==> src/rtl/bsg_manycore_gs_writeback_pkg.sv <==
// rtl/bsg_manycore_gs_writeback_pkg.sv - shared types for the gather/scatter writeback stage
package bsg_manycore_gs_writeback_pkg;

   typedef enum logic [1:0] {
      eGSWB_idle,
      eGSWB_run,
      eGSWB_signal
   } gswb_state_e;

   // Non-zero payload written to the remote signal word on completion
   localparam int gswb_sig_data_lp = 1;

endpackage

==> src/rtl/bsg_two_fifo.sv <==
// rtl/bsg_two_fifo.sv - two-entry registered FIFO with valid/ready in and valid/yumi out
module bsg_two_fifo #(
   parameter int width_p = 8
) (
   input  logic               clk_i,
   input  logic               reset_i,
   output logic               ready_o,
   input  logic [width_p-1:0] data_i,
   input  logic               v_i,
   output logic               v_o,
   output logic [width_p-1:0] data_o,
   input  logic               yumi_i
);

   logic [width_p-1:0] mem_r [2];
   logic               head_r, tail_r;
   logic [1:0]         count_r;
   logic               enq, deq;

   assign ready_o = (count_r != 2'd2);
   assign v_o     = (count_r != 2'd0);
   assign enq     = v_i & ready_o;
   assign deq     = yumi_i & v_o;
   assign data_o  = mem_r[head_r];

   always_ff @(posedge clk_i) begin
      if (reset_i) begin
         head_r  <= 1'b0;
         tail_r  <= 1'b0;
         count_r <= 2'd0;
      end else begin
         if (enq) tail_r <= ~tail_r;
         if (deq) head_r <= ~head_r;
         count_r <= count_r + {1'b0, enq} - {1'b0, deq};
      end
   end

   // Storage needs no reset; v_o qualifies every read
   always_ff @(posedge clk_i) begin
      if (enq) mem_r[tail_r] <= data_i;
   end

endmodule

==> src/rtl/bsg_manycore_gs_writeback.sv <==
// rtl/bsg_manycore_gs_writeback.sv - writes returned remote loads to local dmem, then signals completion
module bsg_manycore_gs_writeback
   import bsg_manycore_gs_writeback_pkg::*;
#(
   parameter int  x_cord_width_p    = 4,
   parameter int  y_cord_width_p    = 4,
   parameter int  data_width_p      = 32,
   parameter int  addr_width_p      = 32,
   parameter int  load_id_width_p   = 11,
   parameter int  dmem_size_p       = 1024,
   localparam int mem_addr_width_lp = $clog2(dmem_size_p),
   localparam int count_width_lp    = $clog2(dmem_size_p + 1)
) (
   input  logic                         clk_i,
   input  logic                         reset_i,

   input  logic                         start_v_i,
   output logic                         start_ready_o,
   input  logic [mem_addr_width_lp-1:0] start_dst_addr_i,
   input  logic [count_width_lp-1:0]    start_words_i,
   input  logic [addr_width_p-1:0]      start_sig_addr_i,
   input  logic [x_cord_width_p-1:0]    start_sig_x_i,
   input  logic [y_cord_width_p-1:0]    start_sig_y_i,

   input  logic                         returned_v_i,
   input  logic [data_width_p-1:0]      returned_data_i,
   input  logic [load_id_width_p-1:0]   returned_load_id_i,
   output logic                         returned_yumi_o,

   output logic                         mem_v_o,
   output logic [mem_addr_width_lp-1:0] mem_addr_o,
   output logic [data_width_p-1:0]      mem_data_o,
   output logic [data_width_p/8-1:0]    mem_mask_o,
   input  logic                         mem_yumi_i,

   output logic                         sig_v_o,
   output logic [addr_width_p-1:0]      sig_addr_o,
   output logic [x_cord_width_p-1:0]    sig_x_cord_o,
   output logic [y_cord_width_p-1:0]    sig_y_cord_o,
   output logic [data_width_p-1:0]      sig_data_o,
   input  logic                         sig_ready_i,

   output logic                         busy_o,
   output logic                         done_o,
   output logic                         error_o
);

   localparam int fifo_width_lp = load_id_width_p + data_width_p;
   localparam int cmp_width_lp  = load_id_width_p + count_width_lp;

   gswb_state_e state_r, state_n;

   logic [mem_addr_width_lp-1:0] dst_r;
   logic [count_width_lp-1:0]    words_r, count_r, count_inc;
   logic [addr_width_p-1:0]      sig_addr_r;
   logic [x_cord_width_p-1:0]    sig_x_r;
   logic [y_cord_width_p-1:0]    sig_y_r;
   logic                         error_r, done_r, finish;

   logic                         in_run, start_take;
   logic                         fifo_ready, fifo_v, fifo_enq, fifo_deq, fifo_flush;
   logic [fifo_width_lp-1:0]     fifo_data;
   logic [load_id_width_p-1:0]   head_id;
   logic [data_width_p-1:0]      head_data;
   logic                         in_range, last, error_set;

   assign in_run     = (state_r == eGSWB_run);
   assign start_take = start_v_i & (state_r == eGSWB_idle);

   // Outside RUN returns are swallowed so the network never stalls behind us
   assign fifo_enq        = in_run & returned_v_i & fifo_ready;
   assign returned_yumi_o = in_run ? fifo_enq : returned_v_i;

   // Completion flushes the buffer so a stray extra return cannot leak into the next job
   assign fifo_flush = reset_i | last;

   bsg_two_fifo #(.width_p(fifo_width_lp)) return_fifo (
      .clk_i   (clk_i),
      .reset_i (fifo_flush),
      .ready_o (fifo_ready),
      .data_i  ({returned_load_id_i, returned_data_i}),
      .v_i     (fifo_enq),
      .v_o     (fifo_v),
      .data_o  (fifo_data),
      .yumi_i  (fifo_deq)
   );

   assign head_id   = fifo_data[fifo_width_lp-1 -: load_id_width_p];
   assign head_data = fifo_data[data_width_p-1:0];
   assign in_range  = cmp_width_lp'(head_id) < cmp_width_lp'(words_r);

   // Out-of-range heads retire immediately without touching memory
   assign fifo_deq  = in_run & fifo_v & (~in_range | mem_yumi_i);
   assign count_inc = count_r + count_width_lp'(1);
   assign last      = fifo_deq & (count_inc == words_r);

   assign error_set = (~in_run & returned_v_i)
                    | (fifo_deq & ~in_range)
                    | (last & (~fifo_ready | fifo_enq));

   assign mem_v_o    = in_run & fifo_v & in_range;
   assign mem_addr_o = mem_v_o ? dst_r + mem_addr_width_lp'(head_id) : '0;
   assign mem_data_o = mem_v_o ? head_data : '0;
   assign mem_mask_o = '1;

   assign sig_v_o      = (state_r == eGSWB_signal);
   assign sig_addr_o   = sig_addr_r;
   assign sig_x_cord_o = sig_x_r;
   assign sig_y_cord_o = sig_y_r;
   assign sig_data_o   = data_width_p'(gswb_sig_data_lp);

   assign start_ready_o = (state_r == eGSWB_idle);
   assign busy_o        = (state_r != eGSWB_idle);
   assign done_o        = done_r;
   assign error_o       = error_r;

   always_comb begin
      state_n = state_r;
      finish  = 1'b0;
      unique case (state_r)
         eGSWB_idle: begin
            if (start_v_i) begin
               if (start_words_i != '0)         state_n = eGSWB_run;
               else if (start_sig_addr_i != '0) state_n = eGSWB_signal;
               else                             finish  = 1'b1;
            end
         end
         eGSWB_run: begin
            if (last) begin
               if (sig_addr_r != '0) state_n = eGSWB_signal;
               else begin
                  state_n = eGSWB_idle;
                  finish  = 1'b1;
               end
            end
         end
         eGSWB_signal: begin
            if (sig_ready_i) begin
               state_n = eGSWB_idle;
               finish  = 1'b1;
            end
         end
         default: state_n = eGSWB_idle;
      endcase
   end

   always_ff @(posedge clk_i) begin
      if (reset_i) begin
         state_r    <= eGSWB_idle;
         dst_r      <= '0;
         words_r    <= '0;
         count_r    <= '0;
         sig_addr_r <= '0;
         sig_x_r    <= '0;
         sig_y_r    <= '0;
         error_r    <= 1'b0;
         done_r     <= 1'b0;
      end else begin
         state_r <= state_n;
         done_r  <= finish;
         if (start_take) begin
            dst_r      <= start_dst_addr_i;
            words_r    <= start_words_i;
            sig_addr_r <= start_sig_addr_i;
            sig_x_r    <= start_sig_x_i;
            sig_y_r    <= start_sig_y_i;
            count_r    <= '0;
         end else if (fifo_deq) begin
            count_r <= count_inc;
         end
         if (error_set)       error_r <= 1'b1;
         else if (start_take) error_r <= 1'b0;
      end
   end

endmodule

==> config.mk <==
export PLATFORM = sky130hd
export DESIGN_NAME = bsg_manycore_gs_writeback
export DESIGN_NICKNAME = d
export VERILOG_FILES = /design/src/rtl/bsg_manycore_gs_writeback_pkg.sv /design/src/rtl/bsg_two_fifo.sv /design/src/rtl/bsg_manycore_gs_writeback.sv
export SDC_FILE = /design/constraint.sdc
export NUM_CORES = 1
export LEC_CHECK = 0
export BUFFER_PORTS_ARGS = -buffer_cell sky130_fd_sc_hd__buf_2
export CORE_ASPECT_RATIO = 1.25
export CORE_MARGIN = 2
export CORE_UTILIZATION = 40
export CTS_CLUSTER_DIAMETER = 40
export CTS_CLUSTER_SIZE = 24
export DETAILED_ROUTE_END_ITERATION = 8
export PLACE_DENSITY_LB_ADDON = 0.25
export SLEW_MARGIN = 20
export SYNTH_ARGS = -nofsm -noshare
export SYNTH_HDL_FRONTEND = slang
export SYNTH_SLANG_ARGS = --single-unit
==> constraint.sdc <==
create_clock -name clk_i -period 6.16 [get_ports clk_i]
set_input_delay 0.924 -clock clk_i [delete_from_list [all_inputs] [get_ports clk_i]]
set_output_delay 0.924 -clock clk_i [all_outputs]
set_load 0.01 [all_outputs]
==> After elaboration in Yosys (flattened, before gate mapping) <==
Memory sizes are Yosys's and may differ from the RTL's. A register that Yosys moved wholly into a read port is not among the register bits.
Cells that the tools add are included.
{ "op_classes": {"muxes": 23, "n_reduce_logical": 9, "n_eq_ne": 8, "addsub": 4, "magnitude_cmp": 1, "bitwise_logic": 22} }
{ "ops": {"columns": ["cell", "count"], "rows": [
  ["nonzero test 32 bit", 2],
  ["2-to-1 mux 32 bit", 1],
  ["2-to-1 mux 1 bit", 13],
  ["AND 1 bit", 12],
  ["2-to-1 mux 2 bit", 6],
  ["adder 11 x 1 -> 11 bit (second input constant)", 1],
  ["equality test 11 bit", 1],
  ["less-than comparator 11 bit", 1],
  ["nonzero test 11 bit", 1],
  ["adder 10 bit", 1],
  ["2-to-1 mux 10 bit", 1],
  ["one-hot mux 2 bit (3 select lines)", 1],
  ["nonzero test 2 bit", 3],
  ["inverter 1 bit", 5],
  ["bitwise OR 1 bit", 5],
  ["inequality test 2 x 1 -> 1 bit (second input constant)", 2],
  ["inequality test 2 bit (second input constant)", 2],
  ["AND reduction 4 bit", 1],
  ["inequality test 3 x 1 -> 1 bit (second input constant)", 1],
  ["one-hot mux 1 bit (3 select lines)", 1],
  ["adder 2 x 1 -> 2 bit", 1],
  ["equality test 2 x 1 -> 1 bit (second input constant)", 1],
  ["equality test 2 bit (second input constant)", 1],
  ["logical NOT 2 bit", 1],
  ["other kinds (2)", 2]
]} }
{ "word_totals": {"out_inout_bits": 125, "ff_bits": 80, "mem_count": 1, "input_bits": 110, "mem_bits_rw": 86} }
{ "memory_table": {"columns": ["name", "words", "word_bits", "read_ports", "rd_clocked_by_memory_dff", "wr", "line", "source"], "rows": [
  ["return_fifo.mem_r", 2, 43, 1, 1, 1, "bsg_two_fifo.sv:15", "logic [width_p-1:0] mem_r [2];"]
]} }

==> Depth between registers and ports, before layout <==
{ "depth": {"word_depth": 8, "mapped_depth": 16, "ltp_nobuf": 14} }

==> By module <==
Synthesis repeated with hierarchy kept, for this count alone.
{ "unflattened": {"hier_cells": 770, "hier_area_um2": 8211.6} }
{ "by_module_without_submodules": {"columns": ["module", "n_inst", "seq_area_each_um2", "cells_per_inst", "area_per_inst_um2"], "rows": [
  ["bsg_manycore_gs_writeback", 1, 1521.5, 612, 4665.7],
  ["bsg_two_fifo", 1, 2682.6, 158, 3545.9]
]} }

==> Worst setup path before layout <==
Ideal clock, no wire load.
{ "synth_timing": {"path_kind": "input port to flip-flop", "start": "input returned_v_i", "end": "memory return_fifo.mem_r[0][0] (netlist name), enable pin", "stages": 2, "arrival_ns": 3.919, "path_slack_ns": 1.744, "required_time_ns": 5.663, "cell_sequence": "nand2_1 > nor3_1"} }
{ "synth_between": {"elab_chain_cells": 5} }
{ "synth_lines": {"columns": ["item", "line", "source"], "rows": [
  ["start: declaration", "bsg_manycore_gs_writeback.sv:25", "input logic returned_v_i,"],
  ["AND 1 bit (2 in series)", "bsg_manycore_gs_writeback.sv:71", "assign fifo_enq = in_run & returned_v_i & fifo_ready;"],
  ["AND 1 bit", "bsg_two_fifo.sv:22", "assign enq = v_i & ready_o;"],
  ["2-to-1 mux 1 bit", "bsg_two_fifo.sv:40", "if (enq) mem_r[tail_r] <= data_i;"],
  ["2-to-1 mux 1 bit (not written as such)", "bsg_two_fifo.sv:40", null],
  ["end: declaration", "bsg_two_fifo.sv:15", null]
]} }
No other way between the ends.

==> flow_metrics.env <==
export IMPL_cts_buffers=17
export IMPL_final_cells=1184
export IMPL_drt_first_pass_iters=7
export IMPL_post_drt_wl_per_cell_um=15.5
export IMPL_fin_crit_ns=4.49
export IMPL_ctsResizeCount=0
export IMPL_hold_buffers=0
export IMPL_numPlacedInstances=1152
export IMPL_max_vdd_ir_drop_v=0.000163
export IMPL_slowest_delay_ns=0.49
export IMPL_antennaDiodeCount=0
export IMPL_maxCapViolCount=0
export IMPL_portBuffers=198
export IMPL_hpwl_mm=13.3
export IMPL_drv_slew=0
export IMPL_crit_fanout=33
export IMPL_crit_cells=10
export IMPL_crit_slowest_cell="dfxtp_2"
export IMPL_endpoint_kind="primary output"
export IMPL_drt_wl_total_mm=18.4
export IMPL_fill_cells=1787
export IMPL_synth_seq_cells=167
export IMPL_status="finished, final reports clean"
export IMPL_tritoncts="done"
export IMPL_die_y_um=159
export IMPL_setup_tns_ns=0
export IMPL_timing_final_ws_setup_ns=1.67
export IMPL_drtAntennaViolNets=0
export IMPL_clock_root_buffer="clkbuf_16"
export IMPL_viasPerCell=5.00
export IMPL_crit_end="mem_data_o[8]"
export IMPL_core_region_area_um2=18800
export IMPL_ios=235
export IMPL_crit_buf_inv=2
export IMPL_synth_top_area_cell="edfxtp_1"
export IMPL_start_util=0.409
export IMPL_synth_cell_type_count=60
export IMPL_crit_type="register to primary output"
export IMPL_grt_pass1_vias=5854
export IMPL_max_slew_margin=0.490
export IMPL_period_share=0.729
export IMPL_hold_viol_final=0
export IMPL_gp_congestion=0.842
export IMPL_required_ns=5.24
export IMPL_dr_first_iter_drc_count=231
export IMPL_r2r_setup_slack_ns=2.30
export IMPL_path_cells="mux2_2, ha_1, a21o_1, a221o_1, a221o_1, o21ai_2, nand2_1, buf_4, nor2_1, buf_2"
export IMPL_finalSetupViolations=0
export IMPL_num_vias=5921
export IMPL_finalNetCount=1072
export IMPL_async_flop_share=0
export IMPL_antenna_found_initial=1
export IMPL_synth_area_top_cells="edfxtp_1 (34%), dfxtp_1 (21%), nand2_1 (6.7%)"
export IMPL_synth_area_um2=7690
export IMPL_die_area_um2=20400
export IMPL_rows=56
export IMPL_rsz0062_at_grt="no"
export IMPL_syn_avg_cell_area_um2=10.2
export IMPL_overflow=0
export IMPL_cts_buffer_depth=2
export IMPL_die_x_um=128
export IMPL_synth_ff_type="edfxtp_1"
export IMPL_syn_to_final_growth_pct=20.7
export IMPL_clkLatencyLatePin_ns=0.42
export IMPL_min_path_type="register to register"
export IMPL_yosysWarnings=0
export IMPL_rr_endpoint="return_fifo.count_r[1]"
export IMPL_fin_worst_skew_ns=0.0120
export IMPL_synthCells=754
export IMPL_netlist_area_leader_share=0.336
export IMPL_drive_above_1_share=0.272
export IMPL_synth_enable_flop_cells=86
export IMPL_place_ws_ns=2.07
export IMPL_route_detailed_drc=0
export IMPL_max_clock_freq_mhz=223
export IMPL_cts_sinks=167
export IMPL_grt_pass1_wl_mm=29.0
export IMPL_critPathTopFamily="compound AO/OA/AOI/OAI gates"
export IMPL_startpoint_type="register"
export IMPL_grt_max_degree=71
export IMPL_cp_common_cell="a221o_1"
export IMPL_powerDensity_nw_per_um2=279
export IMPL_cp_arrival_ns=3.57
export IMPL_grt_use_total=0.181
export IMPL_seq_area_frac_synth=0.547
export IMPL_cts_setup_buffers=0
export IMPL_p_leak_nw=3.79
export IMPL_htreeDepth=4
export IMPL_clk_pin_slew_ns=0.06
export IMPL_worst_pin_slew_ns=0.764
export IMPL_rr_worst_depth=13
==> placed cells by master, fill, tap and decap left out, types with 4 or more instances in the layout <==
| cell type | n |
|---|---|
| buf_4 | 6 |
| a21oi_1 | 76 |
| nor3_1 | 7 |
| a21o_1 | 6 |
| conb_1 | 36 |
| clkbuf_16 | 17 |
| and3_1 | 7 |
| dfxtp_1 | 80 |
| and4_1 | 4 |
| xor2_1 | 10 |
| mux2_2 | 10 |
| nor4_1 | 21 |
| inv_1 | 20 |
| ha_1 | 22 |
| nand4_1 | 5 |
| mux2i_1 | 33 |
| nand2_1 | 137 |
| clkinvlp_4 | 5 |
| buf_2 | 198 |
| o21ai_0 | 14 |
| xnor2_1 | 17 |
| edfxtp_1 | 86 |
| nand3_1 | 5 |
| nor2_1 | 59 |
| or3_1 | 7 |
==> per-layer routing <==
layer | GRT usage | wire, um | up-vias
li1 | - | - | 2952
met1 | 0.218 | 7810 | 2741
met2 | 0.304 | 8910 | 199
met3 | 0.0571 | 1290 | 27
met4 | 0.0634 | 342 | 2
met5 | 0 | 16 | -
==> state kept, by name (all words and copies together) (netlist names), named ones only <==
register             cells
sig_x_cord_o             4
return_fifo.tail_r       1
return_fifo.count_r      2
sig_addr_o              32
dst_r                   10
error_o                  1
sig_y_cord_o             4
count_r                 11
return_fifo.head_r       1
return_fifo.mem_r       86
state_r                  2
done_o                   1
words_r                 11
==> kinds of logic after synthesis <==
kind of cell    count (synthesis)  synth area share
simple gates                  273             0.162
flops                         167             0.547
compound gates                127            0.0983
buf+inv                        92            0.0653
mux                            43            0.0576
xor+xnor                       27            0.0308
fa+ha+maj                      23            0.0384
other cells                     2          0.000977
==> worst reg2reg max path: cells and delay by family (launching register included) <==
| family | cells | cell delay (ns) |
|---|---|---|
| xor gates and xnor gates | 2 | 0.32 |
| muxes | 1 | 0.39 |
| and+or+nand+nor | 1 | 0.05 |
| buffers and inverters | 2 | 0.26 |
| adders and majority gates | 3 | 0.76 |
| DFF | 1 | 0.49 |
| AOI/OAI and AO/OA | 4 | 1.45 |
==> cell usage after synthesis (all sizes together), types with 3 or more instances <==
cell type,count
nand4,5
o21ai,18
o41ai,3
mux2,10
nor2,59
a31oi,3
nand3,6
xor2,10
xnor2,17
dfxtp,81
a21o,6
and2,3
and4,4
or3,7
inv,20
clkbuf,25
o21a,3
nor4,22
a21oi,76
buf,47
nor3,9
edfxtp,86
and3,7
ha,22
mux2i,33
nand2,138
==> cell type report <==
cell class / instances / area (um^2) / share of cell area
multi-input combinational: 529 / 3120 / 0.336
inverter: 20 / 75.1 / 0.00809
sequential: 167 / 4210 / 0.453
clock inverter: 14 / 125 / 0.0135
timing repair buffer: 204 / 1040 / 0.112
tap: 232 / 290 / 0.0313
clock buffer: 18 / 429 / 0.0462
==> power breakdown <==
group / switching [mW] / leakage, nW / internal [mW]
clock: 0.432 / 0.253 / 0.557
combinational: 0.205 / 2.09 / 0.140
sequential: 0.0325 / 1.45 / 1.22
==> how the worst min path moves through the flow <==
stage,start,endpoint,slack (ns),cells past startpoint
floorplan,dst_r[0],dst_r[0],0.44,2
global route,sig_y_cord_o[0],sig_y_cord_o[0],0.48,2
global placement,sig_x_cord_o[2],sig_x_cord_o[2],0.44,2
detailed placement,sig_y_cord_o[2],sig_y_cord_o[2],0.44,2
CTS,sig_y_cord_o[2],sig_y_cord_o[2],0.45,2
finish,sig_y_cord_o[0],sig_y_cord_o[0],0.45,2
==> stage by stage <==
| stage | hold slack [ns] | cell area, um^2 | power [mW] | util |
|---|---|---|---|---|
| 2_1_floorplan | 0.441 | 7820 | 1.52 | - |
| 3_3_place_gp | 0.442 | 8730 | 1.62 | 0.465 |
| 3_5_place_dp | 0.445 | 8730 | 1.63 | 0.465 |
| 4_1_cts | 0.455 | 9280 | 2.62 | 0.494 |
| 5_1_grt | 0.479 | 9280 | 2.71 | 0.494 |
| 6_report | 0.452 | 9280 | 2.59 | 0.494 |
(Power assumes the default switching activity.)
